`src/rtl/decode_stage.sv`:
```
`default_nettype none
// ============================================================================
// Module   : decode_stage
// Brief    : RV32I decode: register file, immediates, load-use stall, ID/EX.
// Revision : 1.0
// ============================================================================
module decode_stage #(
    parameter logic [31:0] RESET_PC = 32'h00007FFC,
    parameter int          XLEN     = 32
) (
    input  logic            clk,
    input  logic            reset,
    input  logic [31:0]     ir,
    input  logic [31:0]     npc,
    input  logic            branch_sig,
    input  logic            wb_we,
    input  logic [4:0]      wb_rd,
    input  logic [XLEN-1:0] wb_data,
    output logic            stall_f,
    output logic            stall_d,
    output logic            ex_valid,
    output logic [31:0]     ex_pc,
    output logic [XLEN-1:0] ex_rs1_val,
    output logic [XLEN-1:0] ex_rs2_val,
    output logic [XLEN-1:0] ex_imm,
    output logic [4:0]      ex_rs1,
    output logic [4:0]      ex_rs2,
    output logic [4:0]      ex_rd,
    output logic [6:0]      ex_opcode,
    output logic [2:0]      ex_funct3,
    output logic            ex_funct7b5,
    output logic            ex_is_load,
    output logic            ex_is_store,
    output logic            ex_reg_write,
    output logic            ex_illegal
);

    localparam logic [6:0] c_OP_LOAD   = 7'b0000011;
    localparam logic [6:0] c_OP_IMM    = 7'b0010011;
    localparam logic [6:0] c_OP_JALR   = 7'b1100111;
    localparam logic [6:0] c_OP_STORE  = 7'b0100011;
    localparam logic [6:0] c_OP_BRANCH = 7'b1100011;
    localparam logic [6:0] c_OP_LUI    = 7'b0110111;
    localparam logic [6:0] c_OP_AUIPC  = 7'b0010111;
    localparam logic [6:0] c_OP_JAL    = 7'b1101111;
    localparam logic [6:0] c_OP_REG    = 7'b0110011;

    logic [XLEN-1:0] r_regs [32];
    logic            r_dvalid;

    logic            r_ex_valid;
    logic [31:0]     r_ex_pc;
    logic [XLEN-1:0] r_ex_rs1_val;
    logic [XLEN-1:0] r_ex_rs2_val;
    logic [XLEN-1:0] r_ex_imm;
    logic [4:0]      r_ex_rs1;
    logic [4:0]      r_ex_rs2;
    logic [4:0]      r_ex_rd;
    logic [6:0]      r_ex_opcode;
    logic [2:0]      r_ex_funct3;
    logic            r_ex_funct7b5;
    logic            r_ex_is_load;
    logic            r_ex_is_store;
    logic            r_ex_reg_write;
    logic            r_ex_illegal;

    logic [6:0]      w_opcode;
    logic [4:0]      w_rs1;
    logic [4:0]      w_rs2;
    logic [4:0]      w_rd;
    logic [XLEN-1:0] w_rs1_val;
    logic [XLEN-1:0] w_rs2_val;
    logic [XLEN-1:0] w_imm;
    logic            w_legal;
    logic            w_use_rs1;
    logic            w_use_rs2;
    logic            w_writes_rd;
    logic            w_is_load;
    logic            w_is_store;
    logic            w_hz;

    assign w_opcode = ir[6:0];
    assign w_rs1    = ir[19:15];
    assign w_rs2    = ir[24:20];
    assign w_rd     = ir[11:7];

    always_ff @(posedge clk or negedge reset) begin
        if (!reset) begin
            for (int i = 0; i < 32; i++) begin
                r_regs[i] <= '0;
            end
        end else if (wb_we && (wb_rd != 5'd0)) begin
            r_regs[wb_rd] <= wb_data;
        end
    end

    // Write-through: a register being written back this cycle reads the new value.
    assign w_rs1_val = (w_rs1 == 5'd0)                 ? '0      :
                       (wb_we && (wb_rd == w_rs1))     ? wb_data : r_regs[w_rs1];
    assign w_rs2_val = (w_rs2 == 5'd0)                 ? '0      :
                       (wb_we && (wb_rd == w_rs2))     ? wb_data : r_regs[w_rs2];

    always_comb begin
        w_imm       = '0;
        w_legal     = 1'b1;
        w_use_rs1   = 1'b1;
        w_use_rs2   = 1'b0;
        w_writes_rd = 1'b0;
        w_is_load   = 1'b0;
        w_is_store  = 1'b0;
        case (w_opcode)
            c_OP_LOAD: begin
                w_imm       = {{20{ir[31]}}, ir[31:20]};
                w_writes_rd = 1'b1;
                w_is_load   = 1'b1;
            end
            c_OP_IMM, c_OP_JALR: begin
                w_imm       = {{20{ir[31]}}, ir[31:20]};
                w_writes_rd = 1'b1;
            end
            c_OP_STORE: begin
                w_imm      = {{20{ir[31]}}, ir[31:25], ir[11:7]};
                w_use_rs2  = 1'b1;
                w_is_store = 1'b1;
            end
            c_OP_BRANCH: begin
                w_imm     = {{19{ir[31]}}, ir[31], ir[7], ir[30:25], ir[11:8], 1'b0};
                w_use_rs2 = 1'b1;
            end
            c_OP_LUI, c_OP_AUIPC: begin
                w_imm       = {ir[31:12], 12'b0};
                w_use_rs1   = 1'b0;
                w_writes_rd = 1'b1;
            end
            c_OP_JAL: begin
                w_imm       = {{11{ir[31]}}, ir[31], ir[19:12], ir[20], ir[30:21], 1'b0};
                w_use_rs1   = 1'b0;
                w_writes_rd = 1'b1;
            end
            c_OP_REG: begin
                w_use_rs2   = 1'b1;
                w_writes_rd = 1'b1;
            end
            default: begin
                w_legal = 1'b0;
            end
        endcase
    end

    assign w_hz = r_ex_valid && r_ex_is_load && (r_ex_rd != 5'd0) && r_dvalid &&
                  ((w_use_rs1 && (w_rs1 == r_ex_rd)) || (w_use_rs2 && (w_rs2 == r_ex_rd)));

    // A taken branch discards the decode slot, so it must not freeze fetch.
    assign stall_f = w_hz && !branch_sig;
    assign stall_d = w_hz && !branch_sig;

    always_ff @(posedge clk or negedge reset) begin
        if (!reset) begin
            r_dvalid <= 1'b0;
        end else begin
            r_dvalid <= 1'b1;
        end
    end

    always_ff @(posedge clk or negedge reset) begin
        if (!reset) begin
            r_ex_valid     <= 1'b0;
            r_ex_pc        <= RESET_PC;
            r_ex_rs1_val   <= '0;
            r_ex_rs2_val   <= '0;
            r_ex_imm       <= '0;
            r_ex_rs1       <= '0;
            r_ex_rs2       <= '0;
            r_ex_rd        <= '0;
            r_ex_opcode    <= '0;
            r_ex_funct3    <= '0;
            r_ex_funct7b5  <= 1'b0;
            r_ex_is_load   <= 1'b0;
            r_ex_is_store  <= 1'b0;
            r_ex_reg_write <= 1'b0;
            r_ex_illegal   <= 1'b0;
        end else if (branch_sig || w_hz) begin
            r_ex_valid     <= 1'b0;
            r_ex_is_load   <= 1'b0;
            r_ex_is_store  <= 1'b0;
            r_ex_reg_write <= 1'b0;
            r_ex_illegal   <= 1'b0;
        end else begin
            r_ex_valid     <= r_dvalid;
            r_ex_pc        <= npc;
            r_ex_rs1_val   <= w_rs1_val;
            r_ex_rs2_val   <= w_rs2_val;
            r_ex_imm       <= w_imm;
            r_ex_rs1       <= w_rs1;
            r_ex_rs2       <= w_rs2;
            r_ex_rd        <= w_rd;
            r_ex_opcode    <= w_opcode;
            r_ex_funct3    <= ir[14:12];
            r_ex_funct7b5  <= ir[30];
            r_ex_is_load   <= r_dvalid && w_is_load;
            r_ex_is_store  <= r_dvalid && w_is_store;
            r_ex_reg_write <= r_dvalid && w_writes_rd && (w_rd != 5'd0);
            r_ex_illegal   <= r_dvalid && !w_legal;
        end
    end

    assign ex_valid     = r_ex_valid;
    assign ex_pc        = r_ex_pc;
    assign ex_rs1_val   = r_ex_rs1_val;
    assign ex_rs2_val   = r_ex_rs2_val;
    assign ex_imm       = r_ex_imm;
    assign ex_rs1       = r_ex_rs1;
    assign ex_rs2       = r_ex_rs2;
    assign ex_rd        = r_ex_rd;
    assign ex_opcode    = r_ex_opcode;
    assign ex_funct3    = r_ex_funct3;
    assign ex_funct7b5  = r_ex_funct7b5;
    assign ex_is_load   = r_ex_is_load;
    assign ex_is_store  = r_ex_is_store;
    assign ex_reg_write = r_ex_reg_write;
    assign ex_illegal   = r_ex_illegal;

endmodule
`default_nettype wire
```
`config.mk`:
```
export PLATFORM = sky130hd
export DESIGN_NAME = decode_stage
export DESIGN_NICKNAME = d
export VERILOG_FILES = /design/src/rtl/decode_stage.sv
export SDC_FILE = /design/constraint.sdc
export NUM_CORES = 2
export LEC_CHECK = 0
export BUFFER_PORTS_ARGS = -buffer_cell sky130_fd_sc_hd__buf_2
export CORE_MARGIN = 4
export CORE_UTILIZATION = 48
export DETAILED_ROUTE_END_ITERATION = 10
export GPL_ROUTABILITY_DRIVEN = 0
export PLACE_DENSITY = 0.73
export SLEW_MARGIN = 20
export SYNTH_ARGS = -nofsm -noshare
export SYNTH_HDL_FRONTEND = slang
export SYNTH_SLANG_ARGS = --single-unit
```
`constraint.sdc`:
```
create_clock -name clk -period 4.2 [get_ports clk]
set_input_delay 0.63 -clock clk [delete_from_list [all_inputs] [get_ports clk]]
set_output_delay 0.63 -clock clk [all_outputs]
set_load 0.005 [all_outputs]
```
# == Word level (Yosys, flattened, before mapping) ==
# Cells that the tools add are included.
# op_classes
n_lt_le_gt_ge,4
n_eq_ne,13
muxes,25
bitwise_logic,3
reduce_logical,31
# ops
cell,count
bitwise mux 1024 bit,1
binary-select mux 32 bit (select 5 bit),2
two-way mux 32 bit,9
demux 32 bit (select 5 bit),1
one-hot mux 32 bit (5 select lines),1
"== test 7 x 6 -> 1 bit, second input constant",3
"== test 7 bit, second input constant",3
== test 5 bit,4
"greater-or-equal comparator 6 bit, second input constant",3
inverter 5 -> 6 bit,3
logical AND 1 bit,16
nonzero test 5 bit,3
"== test 7 x 5 -> 1 bit, second input constant",2
two-way mux 1 bit,11
logical NOT 5 bit,2
OR reduction 3 bit,3
OR reduction 9 bit,1
"== test 7 x 2 -> 1 bit, second input constant",1
OR reduction 7 bit,1
"< comparator 6 x 1 -> 1 bit, second input constant",1
logical NOT 1 bit,2
logical OR 1 bit,2
OR reduction 2 bit,1
# totals
ff_bits,1184
inputBits,105
output_inout_bits,161
elab_cells,124

# == Longest topological paths before layout ==
# logic_depth
depth_word,8
depth_mapped,10
depth_no_buf,6

# == Worst setup path after synthesis ==
# Ideal clock, no wire load.
# synth_path
kind,input-to-reg
from,input ir[15]
to,"register r_ex_rs1_val[19], in the netlist ex_rs1_val[19]"
setup_ns,0.126
t_arrival_ns,2.648
t_required_ns,4.074
path_slack_ns,1.426
path_stages,7
n_path_buf,3
path_cell_list,buf_2 buf_4 buf_1 mux4_2 a221oi_1 nor3_1 a221o_1
# synth_between
elab_chain_len,6
elab_cells_between_ends,14
classes_between,eq/ne: 2; mux: 5; bitwise: 1; reduce/logical: 6
# synth_lines
element,line,text
from (decl),13,"input logic [31:0] ir,"
inverter 5 -> 6 bit (implied by the code),99,(wb_we && (wb_rd == w_rs1)) ? wb_data : r_regs[w_rs1];
binary-select mux 32 bit (select 5 bit),99,
two-way mux 32 bit (implied by the code) (2 in series),99,
two-way mux 32 bit,99,
two-way mux 32 bit,98,assign w_rs1_val = (w_rs1 == 5'd0) ? '0 :
to (signal assigned),191,r_ex_rs1_val <= w_rs1_val;
to (decl),53,logic [XLEN-1:0] r_ex_rs1_val;
# Parallel ways exist; a longest one is shown, timed or not. The select of a mux whose other input is x is not followed.
# A chain may end at the register's enable or synchronous reset.

# == Final worst setup path ==
# layout_path
from,"register r_ex_rd[1], in the netlist ex_rd[1]"
to,output stall_f
# layout_between
elab_chain_len,5
elab_cells_between_ends,10
classes_between,eq/ne: 2; reduce/logical: 8
# layout_lines
element,line,text
from (decl),58,logic [4:0] r_ex_rd;
from (signal assigned),196,r_ex_rd <= w_rd;
== test 5 bit or nonzero test 5 bit (tied branches),"151, 150",
"logical AND 1 bit, on equally long branches","151, 150",
logical OR 1 bit or logical AND 1 bit (tied branches),"151, 150",
logical AND 1 bit *,150,assign w_hz = r_ex_valid && r_ex_is_load && (r_ex_rd != 5'd0) && r_dvalid &&
logical AND 1 bit *,154,assign stall_f = w_hz && !branch_sig;
to (decl),19,"output logic stall_f,"
# Every way passes the cells marked *; elsewhere a longest branch is shown, timed or not.

==> flow_summary.toml <==
[die]
die_x_um = 363
core-area_sq_um = 125000
rows = 130
die-area_sq_um = 132000
start_util_pct = 48.3
fp.dieH_um = 363
io-pin-count = 266

[clock_tree]
cts_made_buffers = 120
htreeDepth = 3
clock_latency_ns = 0.75
cts_max_path_buffers = 3
ctsRootBufferMaster = "clkbuf_16"
cts_tree = "done"
cts_resized = 0
cts_hold_buf = 1
cts.clk_slew.worst_paths_ns = 0.06
clock-sinks = 1184
post_cts_buffers = 0

[setup_path]
critPathBufInv = 1
worstPathCellList = "or4_4 > o21bai_4 > nor4_1 > a31oi_1 > nor2_1 > buf_2"
crit_required_ns = 3.57
ff2ff_path_depth = 7
critPathLaunchType = "flip-flop"
critPathKind = "flip-flop to primary output"
r2r_setup_slack_ns = 1.15
r2r_start = "ex_rd[0]"
worst_setup_path_end_kind = "primary output"
r2r-end = "ex_rs2_val[16]"
critical_path_peak_fanout = 7
cpPeakStageDelay_ns = 0.59
cp_top_family = "simple AND/OR/NAND/NOR gates"
crit_slowest_cell = "or4_4"
worstPathArrival_ns = 2.66

[logic_synthesis]
synth_top_area_cell = "dfrtp_1"
synth_adder_area_share_pct = 0
synth_top_area_share_pct = 48.4
synth_compound_area_share_pct = 6.83
netlist_area_sq_um = 60600
syn_inst = 4239
ys_top_cells_by_area = "dfrtp_1 48%, mux2_2 21%, mux4_2 13%, mux2i_1 4.9%, clkbuf_1 1.9%"
synth_edf_count = 0
syn_nets = 4344
synth-simple-area-share_pct = 2.10
ys_ff_latch = 1184
synth_cell_types = 60
synth_top_family_by_area = "multiplexers"
synth-seq-area-share_pct = 48.9
ys_async_sr_fraction_pct = 100
synth_ff_type = "dfrtp_1"
syn_area_per_cell_sq_um = 14.3
synth-xor-area-share_pct = 0.289
ys_warn_count = 0
synth_mux_area_share_pct = 38.5

[sta]
min_period_ns = 3.29
fin_setup_tns_ns = 0
worst_hold_slack_ns = 0.119
hold_viol = 0
slew_headroom_pct = 28.5
fin_worst_skew_ns = 0.0287
rsz0062_at_grt = "no"
fmax_mhz = 304
final.period_utilization_pct = 78.4
drv_slew = 0
worstMarginPinSlew_ns = 1.07
setup_viol = 0

[finish]
synthToLayoutAreaGrowth_pct = 12.4
post-route-util_pct = 54.3
layout-drive-gt1-share_pct = 48.7
fillCellCount = 9904
finalNetCount = 4398

[global_routing]
grt_max_degree = 132
gr-usage-all-layers_pct = 29.3
grt.overflow.total = 0
antenna_found_initial = 13
grt_pass1_wl_um = 288000
first_global_vias = 41839

[worst_hold_path]
hp-start = "npc[31]"
whs_endpoint = "ex_pc[31]"
whs_path_depth = 2
hold_class = "input port to flip-flop"

[drt]
drcViolationCount = 0
post_drt_wl_per_cell_um = 32.3
vias = 41342
drtAntennaViolNets = 0
viasPerCell = 6.83
wl_um = 195000
drt-pass1-iter-count = 5
first_iter_violations = 4984

[power]
peakVddDrop_mv = 0.406
power.leakage_nw = 29.8
power.density_nw_per_um2 = 472

[run]
drv_cap = 0

[place]
portBuffers = 265
dp_hpwl_um = 115000

[run_status]
status = "finished clean"
placed cells by master, fill, tap and decap left out, drive strengths merged, types with 12 or more instances in the layout:
cell and instances:
a211oi 38, nand2 90, dfrtp 1171, mux4 352, a2111oi 33, clkbuf 179
a22o 55, o22ai 37, o211ai 24, a221oi 73, xor2 12, nor2 66
nor3 60, a22oi 14, a21oi 76, clkinv 30, mux2i 297, a221o 64
dfstp 13, mux2 1103, buf 409, o21ai 37, o221ai 68
how the worst max path moves through the flow:
stage | from | endpoint | slack, ns | cells past startpoint
final | ex_rd[1] | stall_f | 0.91 | 6
after global routing | ex_rd[1] | stall_f | 0.81 | 6
after CTS | ex_rd[1] | stall_f | 0.87 | 6
after detailed placement | ir[16] | ex_rs1_val[0] | 0.73 | 7
after global placement | ir[22] | ex_rs1_val[0] | 0.50 | 8
after floorplan | ir[15] | ex_rs1_val[19] | 1.43 | 7
kinds of logic (layout without fill, tap and decap cells):
kind of cell | Yosys count | count (layout)
DFF | 1184 | 1184
other | 1 | 9
AOI/OAI and AO/OA | 529 | 529
xor gates and xnor gates | 20 | 20
and+or+nand+nor | 271 | 271
muxes | 1752 | 1752
buffers and inverters | 482 | 635
per-stage QoR:
step	setup slack [ns]	instance area [sq um]	std cells	power, mW
6_report	0.907	68100	6050	32.1
3_3_place_gp	0.497	63900	5818	20.9
3_5_place_dp	0.734	64000	5820	21.2
4_1_cts	0.871	68100	6042	32.1
5_1_grt	0.811	68100	6045	33.4
2_1_floorplan	1.43	60600	4239	19.1
registers in the layout, indices dropped and copies added (netlist names), 5 cells and up:
signal	count
ex_imm	32
ex_opcode	7
ex_pc	32
ex_rd	5
ex_rs1	5
ex_rs1_val	32
ex_rs2	5
ex_rs2_val	32
r_regs	1024
where the power goes:
part	switching, mW	internal (mW)
sequential	1.61	13.5
combinational	2.55	3.51
clock	4.71	6.30
cell type report:
type | instances | area, sq um | area share (%)
clock inverter | 42 | 439 | 0.645
sequential | 1184 | 29600 | 43.5
antenna | 8 | 20.0 | 0.0294
timing repair buffer | 410 | 3080 | 4.53
multi-input combinational | 2573 | 29200 | 42.9
inverter | 4 | 15.0 | 0.0221
tap | 1650 | 2060 | 3.03
clock buffer | 179 | 3620 | 5.31
synth_stat cells (all sizes together) (2+ instances only):
cell and number:
a2111oi 33, a211oi 38, a21oi 76, a221o 64, a221oi 73, a22o 55, a22oi 14, and2 5
and3 3, buf 173, clkbuf 305, clkinv 2, dfrtp 1171, dfstp 13, inv 2, mux2 1103
mux2i 297, mux4 352, nand2 90, nand2b 2, nand3 9, nand3b 4, nand4 2, nand4b 2
nor2 66, nor2b 7, nor3 60, nor3b 7, nor4 2, o2111ai 3, o211ai 24, o21ai 37
o21bai 2, o221ai 68, o22ai 37, or3 3, or3b 2, or4 3, xnor2 8, xor2 12
per-layer routing:
metal	global-route usage, %	routed length [um]
met1	39.3	76300
met3	7.72	20800
met5	0.436	110
met2	44.7	88300
met4	14.0	9930
Note: power is estimated with default switching activity, not from simulation.
